### src/rtl/fifo_wr_arbiter.sv
// Round-robin write arbiter: NREQ producers share one FIFO write port.
// Local credit counter keeps writes from entering a full FIFO; bursts are capped at MAX_BURST beats.
module fifo_wr_arbiter #(
  parameter int NREQ      = 4,
  parameter int DEPTH     = 16,
  parameter int MAX_BURST = 4
) (
  input  logic                clock,
  input  logic                reset,
  input  logic [NREQ-1:0]     req,
  input  logic [8*NREQ-1:0]   req_data,
  output logic [NREQ-1:0]     ack,
  input  logic                fifo_rd_pop,
  output logic                fifo_write_en,
  output logic [7:0]          fifo_data_in,
  output logic [4:0]          credits,
  output logic [2:0]          owner,
  output logic                cred_err
);

  typedef enum logic {IDLE, OWN} state_t;

  state_t      state_q, state_d;
  logic [2:0]  owner_q, owner_d;
  logic [2:0]  rr_ptr_q, rr_ptr_d;
  logic [3:0]  burst_cnt_q, burst_cnt_d;
  logic [4:0]  credits_q, credits_d;
  logic        wr_en_q, wr_en_d;
  logic [7:0]  data_q, data_d;
  logic        cred_err_q, cred_err_d;

  logic [NREQ-1:0] owner_mask, others, acc_vec;
  logic            owner_req, owner_ok, accept, cred_full;
  logic [2:0]      acc_idx;

  // First requester at or after start, wrapping to the lowest index otherwise.
  function automatic logic [2:0] pick_winner(input logic [NREQ-1:0] r, input logic [2:0] start);
    logic [2:0] w;
    w = '0;
    for (int i = NREQ-1; i >= 0; i--) if (r[i]) w = 3'(i);
    for (int i = NREQ-1; i >= 0; i--) if (r[i] && i >= int'(start)) w = 3'(i);
    return w;
  endfunction

  assign owner_mask = NREQ'(1) << owner_q;
  assign owner_req  = |(req & owner_mask);
  assign others     = req & ~owner_mask;
  assign owner_ok   = (state_q == OWN) && owner_req && (burst_cnt_q < 4'(MAX_BURST));
  assign cred_full  = (credits_q == 5'(DEPTH));

  always_comb begin
    // NOTE: every combinational output gets a default first so no path leaves it unassigned (no latch).
    ack = '0;
    if (reset && credits_q != 5'd0) begin
      if (state_q == IDLE) begin
        if (|req) ack = NREQ'(1) << pick_winner(req, rr_ptr_q);
      end else if (owner_ok) begin
        ack = owner_mask;
      end else if (|others) begin
        ack = NREQ'(1) << pick_winner(others, rr_ptr_q);
      end else if (owner_req) begin
        ack = owner_mask;
      end
    end
  end

  assign acc_vec = req & ack;
  assign accept  = |acc_vec;

  always_comb begin
    acc_idx = '0;
    data_d  = data_q;
    for (int i = 0; i < NREQ; i++) begin
      if (acc_vec[i]) begin
        acc_idx = 3'(i);
        data_d  = req_data[8*i +: 8];
      end
    end
  end

  always_comb begin
    state_d     = state_q;
    owner_d     = owner_q;
    rr_ptr_d    = rr_ptr_q;
    burst_cnt_d = burst_cnt_q;
    credits_d   = credits_q;
    wr_en_d     = accept;
    cred_err_d  = cred_err_q | (fifo_rd_pop && cred_full);

    if (accept) begin
      state_d = OWN;
      owner_d = acc_idx;
      if (acc_idx != owner_q) begin
        if (int'(acc_idx) == NREQ-1) rr_ptr_d = '0;
        else                         rr_ptr_d = acc_idx + 3'd1;
      end
      // A re-grant after the burst limit starts a fresh burst.
      if (owner_ok && acc_idx == owner_q) burst_cnt_d = burst_cnt_q + 4'd1;
      else                                burst_cnt_d = 4'd1;
      credits_d = credits_d - 5'd1;
    end else if (state_q == OWN && !(|req)) begin
      state_d = IDLE;
    end

    // A pop with every entry already free is bogus; it is ignored and flagged.
    if (fifo_rd_pop && !cred_full) credits_d = credits_d + 5'd1;
  end

  // NOTE: all state, including the data register, is reset so a pending beat is dropped on reset.
  always_ff @(posedge clock or negedge reset) begin
    if (!reset) begin
      state_q     <= IDLE;
      owner_q     <= '0;
      rr_ptr_q    <= '0;
      burst_cnt_q <= '0;
      credits_q   <= 5'(DEPTH);
      wr_en_q     <= 1'b0;
      data_q      <= '0;
      cred_err_q  <= 1'b0;
    end else begin
      // NOTE: non-blocking assignments so every flop samples the pre-edge values.
      state_q     <= state_d;
      owner_q     <= owner_d;
      rr_ptr_q    <= rr_ptr_d;
      burst_cnt_q <= burst_cnt_d;
      credits_q   <= credits_d;
      wr_en_q     <= wr_en_d;
      data_q      <= data_d;
      cred_err_q  <= cred_err_d;
    end
  end

  assign fifo_write_en = wr_en_q;
  assign fifo_data_in  = data_q;
  assign credits       = credits_q;
  assign owner         = owner_q;
  assign cred_err      = cred_err_q;

endmodule

### config.mk
export PLATFORM = sky130hd
export DESIGN_NAME = fifo_wr_arbiter
export DESIGN_NICKNAME = d
export VERILOG_FILES = /design/src/rtl/fifo_wr_arbiter.sv
export SDC_FILE = /design/constraint.sdc
export NUM_CORES = 1
export LEC_CHECK = 0
export ABC_AREA = 1
export BUFFER_PORTS_ARGS = -buffer_cell sky130_fd_sc_hd__buf_2
export CORE_ASPECT_RATIO = 1.75
export CORE_MARGIN = 2
export CORE_UTILIZATION = 41
export CTS_CLUSTER_SIZE = 30
export DETAILED_ROUTE_END_ITERATION = 16
export GPL_TIMING_DRIVEN = 0
export MAX_ROUTING_LAYER = met4
export PLACE_DENSITY = 0.66
export SYNTH_ARGS = -nofsm -noshare
export SYNTH_HDL_FRONTEND = slang
export SYNTH_SLANG_ARGS = --single-unit
### constraint.sdc
create_clock -name clock -period 4.58 [get_ports clock]
set_input_delay 0.916 -clock clock [delete_from_list [all_inputs] [get_ports clock]]
set_output_delay 0.916 -clock clock [all_outputs]
set_load 0.01 [all_outputs]
==> flow_summary.ini <==
[detailed_routing]
drt_iter0_markers = 49
routed_wl_mm = 4.655
ant_nets = 0
drc = 0
wire_per_inst_um = 11.70
first_pass_iters = 4
dr_total_vias = 1919
viasPerCell = 4.822

[floorplanning]
die_h_um = 94.72
core_mm2 = 0.004624
die_w_um = 55.84
fp-row-count = 33
initial_core_util_pct = 41.69
io_pins = 61
dieArea_mm2 = 0.005289

[logic_synthesis]
synth_cell_types = 38
ys_ff_latch = 24
ys.flop_type = dfrtp_1
synthesis.nets = 324
synth_area_leaders = dfrtp_1, nand2_1, inv_1
synth_top_area_share_pct = 29.85
syn-cell-area_mm2 = 0.001928
syn_area_per_cell_um2 = 6.813
yosysWarnings = 0
synthCells = 283
ys_seq_area_share_pct = 31.21
synth-edff-count = 0
post-synth-top-area-cell = dfrtp_1
async_reset_ff_share_pct = 100.0

[worst_setup_path]
startpoint = credits[0]$_DFF_PN0_
required_ns = 3.66
end_kind = output pin
cp_cell_sequence = inv_1 -> ha_1 -> inv_1 -> nor3_2 -> inv_1 -> o21ai_1 -> a21oi_1 -> nand2_2 -> clkinv_1 -> buf_2
critical_path_arrival_ns = 2.40
cp-start-kind = flip-flop
cp_common_cell = inv_1
critPathTopFamily = buffers and inverters
max_stage_delay_ns = 0.40
cp_max_fo = 9
crit_path_top_delay_cell = dfrtp_1
rr_startpoint = credits[0]$_DFF_PN0_
worst-path-buf-inv = 5
cp_num_cells = 10
critPathKind = flip-flop to output pin
reg2reg_depth = 13

[timing]
finalSetupTns_ns = 0
fin_skew_ns = 0.002796
period_share_pct = 72.32
slew_viol_final = 0
fin_hold_ws_ns = 0.4884
hold_violations = 0
final.min_clock_period_ns = 3.312
tightestPinTransition_ns = 0.5525
finalSetupViolCount = 0
clock.fmax_mhz = 301.9
max-slew-margin-rel_pct = 63.17
rsz0062_at_grt = false

[cts]
post_cts_resized = 0
root_buffer = clkbuf_8
clock_path_buffers = 2
post_cts_buffers = 0
ctsHoldBuffers = 0
clock_sinks = 24
cts_tree = yes
path_clk_slew_ns = 0.08
clock_latency_ns = 0.26
htree_levels = 1
cts_buffers = 3

[pwr]
p_sw_mw = 1.174
sw_frac_of_total_pct = 53.59
internal_power_mw = 1.017
seq_power_share_pct = 18.2
clockPowerShare_pct = 6.4
power_leakage_nw = 1.312
p_comb_share_pct = 75.4
power_density_mw_per_mm2 = 935.1
worst_ir_drop_vdd_v = 0.0005531

[grt]
grt-ovfl-total = 0
track_usage_pct = 18.80
grt_pass1_vias = 1817
antenna_found_initial = 0
grt_first_pass_wirelength_mm = 7.845
grt_max_degree = 26

[finish]
synthToLayoutAreaGrowth_pct = 21.54
n_antenna_cell = 0
stdcell_area_mm2 = 0.002344
drive_above_1_share_pct = 32.37
nNetsFinal = 388

[min_path]
hp-start = cred_err$_DFF_PN0_
worstHoldPathType = flip-flop to flip-flop
hold_depth = 1

[placement]
io_buffers = 59
gp_congestion = 0.8828
place_area_mm2 = 0.002288
place.detailed.hpwl_mm = 3.765

[flow_run]
maxCapViolCount = 0

[status]
status = finished clean
metal layers:
layer | vias up | global-route usage [%] | part of all wire (%)
met3 | 4 | 1.096 | 2.6
li1 | 1005 | - | -
met4 | 0 | 5.952 | 1.2
met1 | 877 | 21.08 | 40
met2 | 33 | 35.42 | 56
met5 | - | - | 0
area by class of cell:
cell class,instances,area (um2)
inverter,45,178.9
sequential,24,601.8
tap,52,65.06
buffer,7,65.06
multi-input combinational,207,1082
fill,475,2281
clock buffer,4,55.05
timing repair buffer,59,295.3
worst register-to-register path, stage by stage (launching register included):
cell     delay, ns
dfrtp_1       0.40
inv_1         0.11
ha_1          0.23
inv_1         0.08
nor3_2        0.21
inv_1         0.07
o21ai_1       0.31
a21oi_2       0.08
nand2_4       0.15
nand2_4       0.10
nor2_4        0.19
buf_6         0.17
buf_2         0.23
o21ai_0       0.12
metrics by stage:
stage | total power [mW] | setup slack [ns] | std cells | util, %
3_3_place_gp | 2.048 | 1.317 | 394 | 49.49
2_1_floorplan | 1.679 | 1.925 | 283 | -
5_1_grt | 2.454 | 1.042 | 398 | 50.68
3_5_place_dp | 2.070 | 1.279 | 394 | 49.49
6_report | 2.192 | 1.268 | 398 | 50.68
4_1_cts | 2.221 | 1.251 | 398 | 50.68
logic make-up after synthesis:
| group | count (synthesis) | share of synthesized area (%) |
|---|---|---|
| compound gates | 40 | 12.01 |
| xor+xnor | 6 | 2.725 |
| fa+ha+maj | 2 | 1.298 |
| buf+inv | 52 | 12.65 |
| flops | 24 | 31.21 |
| other cells | 1 | 0.1945 |
| simple gates | 158 | 39.91 |
cell usage in the layout (no fill, tap or decap), drive strengths merged:
cell type and count:
a21boi 1, a21oi 11, a31o 1, buf 65, clkbuf 5, clkinv 4, conb 1, dfrtp 23
dfstp 1, ha 2, inv 41, nand2 114, nand3 17, nand4 9, nor2 15, nor3 2
o21a 1, o21ai 26, or2 1, xnor2 2, xor2 4
registers in the layout, summed over array words and instances (netlist names):
signal,count
state_q,1
burst_cnt_q,4
fifo_write_en,1
cred_err,1
fifo_data_in,8
credits,5
owner,2
rr_ptr_q,2
cell usage after synthesis, types with 2 or more instances:
master    count
dfrtp_1      23
nand4_1       9
nand2_2      13
o21ai_1       7
clkinv_1      4
xnor2_1       2
buf_6         3
nand2_4       5
nand2_1      96
nand3_1      14
nor2_1        9
inv_4         2
nor2_2        3
nand3_2       2
ha_1          2
o21ai_2       2
inv_1        32
nor2_4        3
xor2_1        4
inv_2         6
a21oi_1       9
o21ai_0      17
power by group through the flow:
stage	clock, mW	combinational, mW	sequential, mW
2_1_floorplan	0	1.24	0.436
3_3_place_gp	0	1.64	0.403
3_5_place_dp	0	1.67	0.404
4_1_cts	0.146	1.68	0.400
5_1_grt	0.151	1.89	0.412
6_report	0.141	1.65	0.399
worst paths after layout:
kind,to,slack (ns)
setup / recovery,ack[1],1.27
min in group asynchronous,fifo_data_in[1]$_DFFE_PN0N_,0.63
setup reg to reg,fifo_data_in[7]$_DFFE_PN0N_,2.01
hold reg to reg,cred_err$_DFF_PN0_,0.49
max in group asynchronous,credits[4]$_DFF_PN1_,3.57
hold / removal,cred_err$_DFF_PN0_,0.49
(Power assumes the default switching activity.)
